<file path="src/rtl/hazard_ctrl.sv">
// rtl/hazard_ctrl.sv - pipeline hazard controller: forwarding, load-use, flush slots, miss stall
module hazard_ctrl #(
  parameter int RAW          = 5,
  parameter int FLUSH_CYCLES = 1,
  parameter int CNT_W        = 16,
  parameter int TIMEOUT      = 255
) (
  input  logic             clk,
  input  logic             rst_n,
  input  logic             branch,
  input  logic             jump,
  input  logic             cache_busy,
  input  logic [RAW-1:0]   IF_ID_Rs,
  input  logic [RAW-1:0]   IF_ID_Rt,
  input  logic [RAW-1:0]   ID_EX_Rs,
  input  logic [RAW-1:0]   ID_EX_Rt,
  input  logic             ID_EX_memRead,
  input  logic [RAW-1:0]   EX_MEM_Rd,
  input  logic [RAW-1:0]   MEM_WB_Rd,
  input  logic             EX_MEM_regWen,
  input  logic             MEM_WB_regWen,
  output logic [1:0]       hazType,
  output logic [1:0]       fwdA,
  output logic [1:0]       fwdB,
  output logic [CNT_W-1:0] stall_cycles,
  output logic             timeout_err
);

  localparam int WW = (TIMEOUT > 0) ? $clog2(TIMEOUT + 1) : 1;
  localparam logic [2:0] FC_FULL = 3'(FLUSH_CYCLES);
  localparam logic [2:0] FC_REST = 3'(FLUSH_CYCLES - 1);
  localparam logic [WW-1:0] W_LAST = WW'((TIMEOUT > 0) ? TIMEOUT - 1 : 0);

  localparam logic [1:0] S_IDLE  = 2'd0;
  localparam logic [1:0] S_FLUSH = 2'd1;
  localparam logic [1:0] S_CWAIT = 2'd2;

  logic [2:0]    fcnt;
  logic [WW-1:0] wcnt;
  logic [1:0]    state;
  logic          redirect;
  logic          lu;
  logic          ex_hit_a, wb_hit_a, ex_hit_b, wb_hit_b;

  assign ex_hit_a = EX_MEM_regWen && (EX_MEM_Rd != '0) && (EX_MEM_Rd == ID_EX_Rs);
  assign wb_hit_a = MEM_WB_regWen && (MEM_WB_Rd != '0) && (MEM_WB_Rd == ID_EX_Rs);
  assign ex_hit_b = EX_MEM_regWen && (EX_MEM_Rd != '0) && (EX_MEM_Rd == ID_EX_Rt);
  assign wb_hit_b = MEM_WB_regWen && (MEM_WB_Rd != '0) && (MEM_WB_Rd == ID_EX_Rt);

  assign redirect = branch | jump;
  assign lu = ID_EX_memRead && (ID_EX_Rt != '0) &&
              ((ID_EX_Rt == IF_ID_Rs) || (ID_EX_Rt == IF_ID_Rt));

  // EX/MEM holds the younger result, so it wins over MEM/WB
  always_comb begin
    fwdA = 2'b00;
    fwdB = 2'b00;
    if (rst_n) begin
      if (ex_hit_a)      fwdA = 2'b10;
      else if (wb_hit_a) fwdA = 2'b01;
      if (ex_hit_b)      fwdB = 2'b10;
      else if (wb_hit_b) fwdB = 2'b01;
    end
  end

  always_comb begin
    if (cache_busy)        state = S_CWAIT;
    else if (fcnt != 3'd0) state = S_FLUSH;
    else                   state = S_IDLE;
  end

  always_comb begin
    hazType = 2'd0;
    if (rst_n) begin
      case (state)
        S_CWAIT: hazType = 2'd3;
        S_FLUSH: hazType = 2'd2;
        default: begin
          if (redirect) hazType = 2'd2;
          else if (lu)  hazType = 2'd1;
        end
      endcase
    end
  end

  // A redirect seen during a miss was never delivered, so every slot is still owed
  always_ff @(posedge clk or negedge rst_n) begin
    if (!rst_n) begin
      fcnt <= 3'd0;
    end else if (cache_busy) begin
      if (redirect) fcnt <= FC_FULL;
    end else if (redirect) begin
      fcnt <= FC_REST;
    end else if (fcnt != 3'd0) begin
      fcnt <= fcnt - 3'd1;
    end
  end

  always_ff @(posedge clk or negedge rst_n) begin
    if (!rst_n) begin
      wcnt        <= '0;
      timeout_err <= 1'b0;
    end else if (cache_busy) begin
      if (wcnt != '1) wcnt <= wcnt + WW'(1);
      if ((TIMEOUT > 0) && (wcnt == W_LAST)) timeout_err <= 1'b1;
    end else begin
      wcnt <= '0;
    end
  end

  always_ff @(posedge clk or negedge rst_n) begin
    if (!rst_n) begin
      stall_cycles <= '0;
    end else if ((hazType != 2'd0) && (stall_cycles != '1)) begin
      stall_cycles <= stall_cycles + CNT_W'(1);
    end
  end

endmodule
</file>
<file path="config.mk">
export PLATFORM = sky130hd
export DESIGN_NAME = hazard_ctrl
export DESIGN_NICKNAME = d
export VERILOG_FILES = /design/src/rtl/hazard_ctrl.sv
export SDC_FILE = /design/constraint.sdc
export NUM_CORES = 1
export LEC_CHECK = 0
export CORE_MARGIN = 2
export CORE_UTILIZATION = 50
export CTS_CLUSTER_SIZE = 40
export DETAILED_ROUTE_END_ITERATION = 6
export PLACE_DENSITY = 0.88
export SYNTH_ARGS = -nofsm -noshare
export SYNTH_HDL_FRONTEND = slang
export SYNTH_SLANG_ARGS = --single-unit
export TNS_END_PERCENT = 10
</file>
<file path="constraint.sdc">
create_clock -name clk -period 6 [get_ports clk]
set_input_delay 1.2 -clock clk [delete_from_list [all_inputs] [get_ports clk]]
set_output_delay 1.2 -clock clk [all_outputs]
set_load 0.1 [all_outputs]
</file>
==> out/results.ini, run 1 <==
[run_status]
status=finished, final reports clean

[final_layout]
multi_input_area_sq_um=1100
area_delta_synth_final_pct=36.4
seq_area_sq_um=701
stdcell_count=303
n_antenna_cell=0
nNetsFinal=299
drive_gt1_share_pct=6.67
fillers=298

[grt]
grt_max_degree=35
grt_pass1_wl_mm=7.67
grt_pass1_vias=1676
antenna_found_initial=0
grt_usage_pct=23.0
grt.overflow.total=0

[die]
dieArea_sq_um=4240
io-pin-count=61
die_w_um=65.1
die_h_um=65.1
std_cell_rows=22
core_area_sq_um=3630
start_util_pct=51.4

[timing]
finClkSkew_ns=0.00516
setup_slack_ns=1.49
finalHoldViolCount=0
min_period_ns=4.51
report.final.slew_viol_count=0
period_share_pct=75.2
tns_ns=0
rsz0062_at_grt=no
hold_slack_ns=0.503
fmax_mhz=221
finalSetupViolations=0
relSlewSlack_pct=34.2
tightest_slew_ns=0.984

[setup_path]
r2r_cells=9
crit_path_start=EX_MEM_Rd[2]
startpoint_type=input pin
timing.rr.start=fcnt[0]
critPathKind=input pin to output port
r2r-end=stall_cycles[11]
required_ns=4.80
cp.arrival_ns=3.31
crit_path_max_fanout=3
cp-endpoint=fwdA[0]
critPathCaptureType=output port
r2r_slack_ns=3.61

[cts]
clock_latency_ns=0.28
clk_pin_slew_ns=0.09
cts-root-buf=clkbuf_8
cts_resized=0
tritoncts=done
cts_setup_buffers=0
ctsHtreeMaxLevel=1
cts_made_buffers=3
cts_sinks=28
ctsLongestPathBuffers=2
hold_buffers=0

[drt]
vias=1689
dr.pass1.iters=4
wirelength_mm=4.64
drtIter0Drc=61
drc=0
postRouteAntennaNets=0
drt-wirelength-per-cell_um=15.3
via_per_inst=5.57

[power]
power.leakage_nw=1.02
power_density_nw_per_um2=346
ir_drop_mv=0.442

[logic_synthesis]
syn_avg_cell_area_sq_um=9.39
netlist_area_sq_um=1870
yosys_register_bits=28
synthDistinctLibCells=39
synthArstFlopShare_pct=100
synthCells=199
synthFlopType=dfrtp_1
ys_warn_count=0
ys_seq_area_share_pct=37.5
synth_edf_count=0
synth_nets=242

[place]
dp.final_hpwl_mm=3.53
place_worst_setup_slack_ns=1.51
gp_congestion=0.802
io_buffers=60
numPlacedInstances=299

[run]
drv_cap=0

[min_path]
hold_class=register to register

-- cell usage in the layout (no fill, tap or decap), drive strengths merged, types with 8 or more instances in the layout --
cell type / netlist / final
dfrtp: 28 / 28
nor4: 8 / 8
nand2: 13 / 13
clkdlybuf4s50: 0 / 54
nor3: 8 / 8
nand3: 11 / 11
xor2: 27 / 27
nor2: 10 / 10
xnor2: 20 / 20
-- kinds of logic (layout without fill, tap and decap cells) --
logic type	Yosys count	count (layout)	synth area share [%]
and+or+nand+nor	79	79	23.0
buffers and inverters	16	72	4.09
muxes	2	2	1.21
DFF	28	28	37.5
xor gates and xnor gates	47	47	22.0
adders and majority gates	5	5	3.35
AOI/OAI and AO/OA	22	22	8.84
-- layout make-up --
cell class,instances,share of cell area [%]
Multi-Input combinational cell,155,43.1
Sequential cell,28,27.5
Timing Repair Buffer,61,23.3
Tap cell,48,2.36
Clock buffer,3,1.62
Clock inverter,1,1.18
Inverter,7,1.03
-- metal layers --
metal | up-vias | routed length (um) | GRT usage (%)
li1 | 816 | - | -
met1 | 797 | 2030 | 29.1
met2 | 69 | 2140 | 40.1
met3 | 7 | 409 | 4.62
met4 | 0 | 60 | 6.51
met5 | - | 0 | 0
-- worst min-delay path by stage --
stage	start	endpoint	cells after the start
after floorplan	wcnt[2]	wcnt[2]	1
after global placement	timeout_err	timeout_err	1
after detailed placement	timeout_err	timeout_err	1
after CTS	timeout_err	timeout_err	1
after global routing	timeout_err	timeout_err	1
final	timeout_err	timeout_err	1
-- state kept, by name, indices dropped and copies added (netlist names) --
register and count:
wcnt 8, fcnt 3, stall_cycles 16, timeout_err 1
-- report_power, final --
group	total, W	switching, W	internal (W)
sequential	0.000274	0.0000498	0.000225
combinational	0.000458	0.000334	0.000124
clock	0.000149	0.0000600	0.0000894
total	0.000882	0.000444	0.000438
-- critical path: stages --
cell,delay (ns)
clkdlybuf4s50_1,0.50
or4_1,0.53
o21ai_0,0.27
nor4_1,0.16
nor4_2,0.32
buf_4,0.34
-- through the flow --
step                total power, W  area, sq um  util [%]
global route              0.000923         2550      70.1
detailed placement        0.000736         2480      68.2
CTS                       0.000885         2550      70.1
floorplan                 0.000609         1870         -
global placement          0.000730         2480      68.2
finish                    0.000882         2550      70.1
-- synth_stat cells (all sizes together), types with 2 or more instances --
cell / count / area share, %
dfrtp: 28 / 38
xor2: 27 / 13
xnor2: 20 / 9.4
nand2: 13 / 2.6
nand3: 11 / 2.9
nor2: 10 / 2.0
nor3: 8 / 2.1
nor4: 8 / 2.7
inv: 7 / 1.4
nand4: 7 / 2.3
clkbuf: 6 / 1.2
and2: 5 / 1.7
ha: 5 / 3.3
o21ai: 5 / 1.3
or4: 5 / 2.2
a31oi: 4 / 2.1
a21oi: 3 / 0.80
and3: 3 / 1.0
buf: 3 / 1.5
nor3b: 3 / 1.2
mux2: 2 / 1.2
o211ai: 2 / 1.1
or2: 2 / 0.67
Note: power is estimated with default switching activity, not from simulation.
==> run 2: changes to the inputs <==
Settings changed: CORE_UTILIZATION 50 to 42, PLACE_DENSITY 0.88 to 0.79.
Clock period 6 ns to 4.1 ns, I/O delays scaled along.
==> out/results.ini, run 2 (synthesized netlist as in run 1, its figures left out) <==
[final_layout]
seq_area_sq_um=701  ; unchanged
area_delta_synth_final_pct=40.7  ; was 36.4%
n_antenna_cell=0  ; unchanged
top_regs=stall_cycles: 16 flops, wcnt: 8 flops, fcnt: 3 flops  ; unchanged
nNetsFinal=299  ; unchanged
regMostFlops=stall_cycles  ; unchanged
multi_input_area_sq_um=1110  ; was 1100 sq um
drive_gt1_share_pct=7.06  ; was 6.67%
layout_commonest_cell=clkdlybuf4s50_1  ; unchanged
fillers=370  ; was 298
layout_common_cells=54 x clkdlybuf4s50_1, 28 x dfrtp_1, 27 x xor2_1  ; unchanged
finalInstanceArea_sq_um=2630  ; was 2550 sq um
stdcell_count=307  ; was 303
largest_reg_flops=16  ; unchanged

[timing]
finalHoldViolCount=0  ; unchanged
rsz0062_at_grt=no  ; unchanged
min_period_ns=3.61
relSlewSlack_pct=34.3  ; was 34.2%
report.final.slew_viol_count=0  ; unchanged
finalSetupViolations=0  ; unchanged
period_share_pct=88.0
tightest_slew_ns=0.982  ; was 0.984 ns
tns_ns=0  ; unchanged
finClkSkew_ns=0.00828  ; was 0.00516 ns
fmax_mhz=277

[setup_path]
cp_slowest_cell=or4_1  ; unchanged
worstPathCellList=clkdlybuf4s50_1 -> or4_1 -> o21ai_0 -> nor4_1 -> nor4_2 -> buf_12  ; was clkdlybuf4s50_1 -> or4_1 -> o21ai_0 -> nor4_1 -> nor4_2 -> buf_4
critPathCaptureType=output port  ; unchanged
cp.arrival_ns=2.79  ; was 3.31 ns
critPathKind=input pin to output port  ; unchanged
required_ns=3.28  ; was 4.80 ns
startpoint_type=input pin  ; unchanged
slowest_delay_ns=0.52  ; was 0.53 ns
crit_path_max_fanout=3  ; unchanged

[drt]
drt-wirelength-per-cell_um=14.5  ; was 15.3 um
postRouteAntennaNets=0  ; unchanged
dr.pass1.iters=4  ; unchanged
wirelength_mm=4.45  ; was 4.64 mm
drc=0  ; unchanged
drtIter0Drc=44  ; was 61
via_per_inst=5.31  ; was 5.57
vias=1630  ; was 1689

[die]
core_area_sq_um=4320  ; was 3630 sq um
io-pin-count=61  ; unchanged
die_h_um=70.7  ; was 65.1 um
start_util_pct=43.2  ; was 51.4%
std_cell_rows=24  ; was 22
die_w_um=70.7  ; was 65.1 um
dieArea_sq_um=5000  ; was 4240 sq um

[power]
power.leakage_nw=1.04  ; was 1.02 nW
ir_drop_mv=0.577  ; was 0.442 mV
power_density_nw_per_um2=475  ; was 346 nW/um^2
power_w=0.00125  ; was 0.000882 W

[grt]
grt_usage_pct=18.6  ; was 23.0%
grt_pass1_wl_mm=7.51  ; was 7.67 mm
grt_max_degree=35  ; unchanged
antenna_found_initial=0  ; unchanged
grt.overflow.total=0  ; unchanged
grt_pass1_vias=1599  ; was 1676

[min_path]
hold_class=register to register  ; unchanged

[place]
io_buffers=60  ; unchanged
gp_congestion=0.920  ; was 0.802
numPlacedInstances=303  ; was 299
dp.final_hpwl_mm=3.38  ; was 3.53 mm
place_area_sq_um=2570  ; was 2480 sq um

[run_status]
status=finished, final reports clean  ; unchanged

[cts]
tritoncts=done  ; unchanged
cts_made_buffers=3  ; unchanged
cts_setup_buffers=0  ; unchanged
clock_latency_ns=0.28  ; about the same
ctsHtreeMaxLevel=1  ; unchanged
cts_sinks=28  ; unchanged
cts_resized=0  ; unchanged
clk_pin_slew_ns=0.09  ; about the same
ctsLongestPathBuffers=2  ; unchanged
hold_buffers=0  ; unchanged
cts-root-buf=clkbuf_8  ; unchanged

[run]
drv_cap=0  ; unchanged

==> run 2: changes by cell type in the layout (fill, tap and decap cells not counted), sizes merged <==
cell / before / now
bufinv: 1 / 0
clkbuf: 3 / 4
==> run 2: path summary, 6_finish.rpt <==
| path | to | startpoint | slack, ns | cells past startpoint |
|---|---|---|---|---|
| worst max register to register | stall_cycles[14] | fcnt[0] | 1.68 | 9 |
| max in group asynchronous | fcnt[2] | rst_n | 2.79 | 2 |
| min in group asynchronous | stall_cycles[14] | rst_n | 1.01 | 2 |
| worst min register to register | timeout_err | timeout_err | 0.49 | 1 |
| worst min-delay path | timeout_err | timeout_err | 0.49 | 1 |
| worst max-delay path | fwdB[0] | EX_MEM_Rd[1] | 0.49 | 6 |
==> run 2: cell type report <==
type | instances | area share [%]
timing repair buffer | 61 | 25.4
tap | 52 | 2.48
inverter | 7 | 1.00
multi-input combinational | 155 | 42.3
sequential | 28 | 26.7
clock buffer | 4 | 2.10
==> run 2: per-stage QoR <==
stage | worst slack, ns | hold slack (ns) | utilization [%]
CTS | 0.492 | 0.497 | 60.8
floorplan | -0.0974 | 0.471 | -
global route | 0.339 | 0.511 | 60.8
detailed placement | 0.498 | 0.462 | 59.5
finish | 0.491 | 0.493 | 60.8
global placement | 0.547 | 0.470 | 59.5
==> run 2: critical path, delay by kind of cell <==
| family | cells | cell delay [ns] |
|---|---|---|
| AO/OA/AOI/OAI | 1 | 0.24 |
| buffers and inverters | 2 | 0.69 |
| AND/OR/NAND/NOR | 3 | 1.03 |
==> run 2: where the power goes <==
part           leakage [nW]  switching (W)  total, W  internal, W
combinational         0.657       0.000491  0.000676     0.000186
clock                0.0288      0.0000863  0.000172    0.0000861
sequential            0.351      0.0000702  0.000399     0.000329
==> run 2: routing by layer <==
metal | vias to the layer above | global-route usage, % | wire, um
met2 | 52 | 29.2 | 1960
met3 | 4 | 2.85 | 311
met4 | 0 | 6.08 | 55
met1 | 760 | 26.4 | 2120
li1 | 814 | - | -
met5 | - | 0 | 0
==> run 3: changes to the inputs <==
Settings changed: CTS_CLUSTER_DIAMETER set to 150.
==> results of run 3 <==
No change in the layout: final DEF, timing and power equal those of run 2.
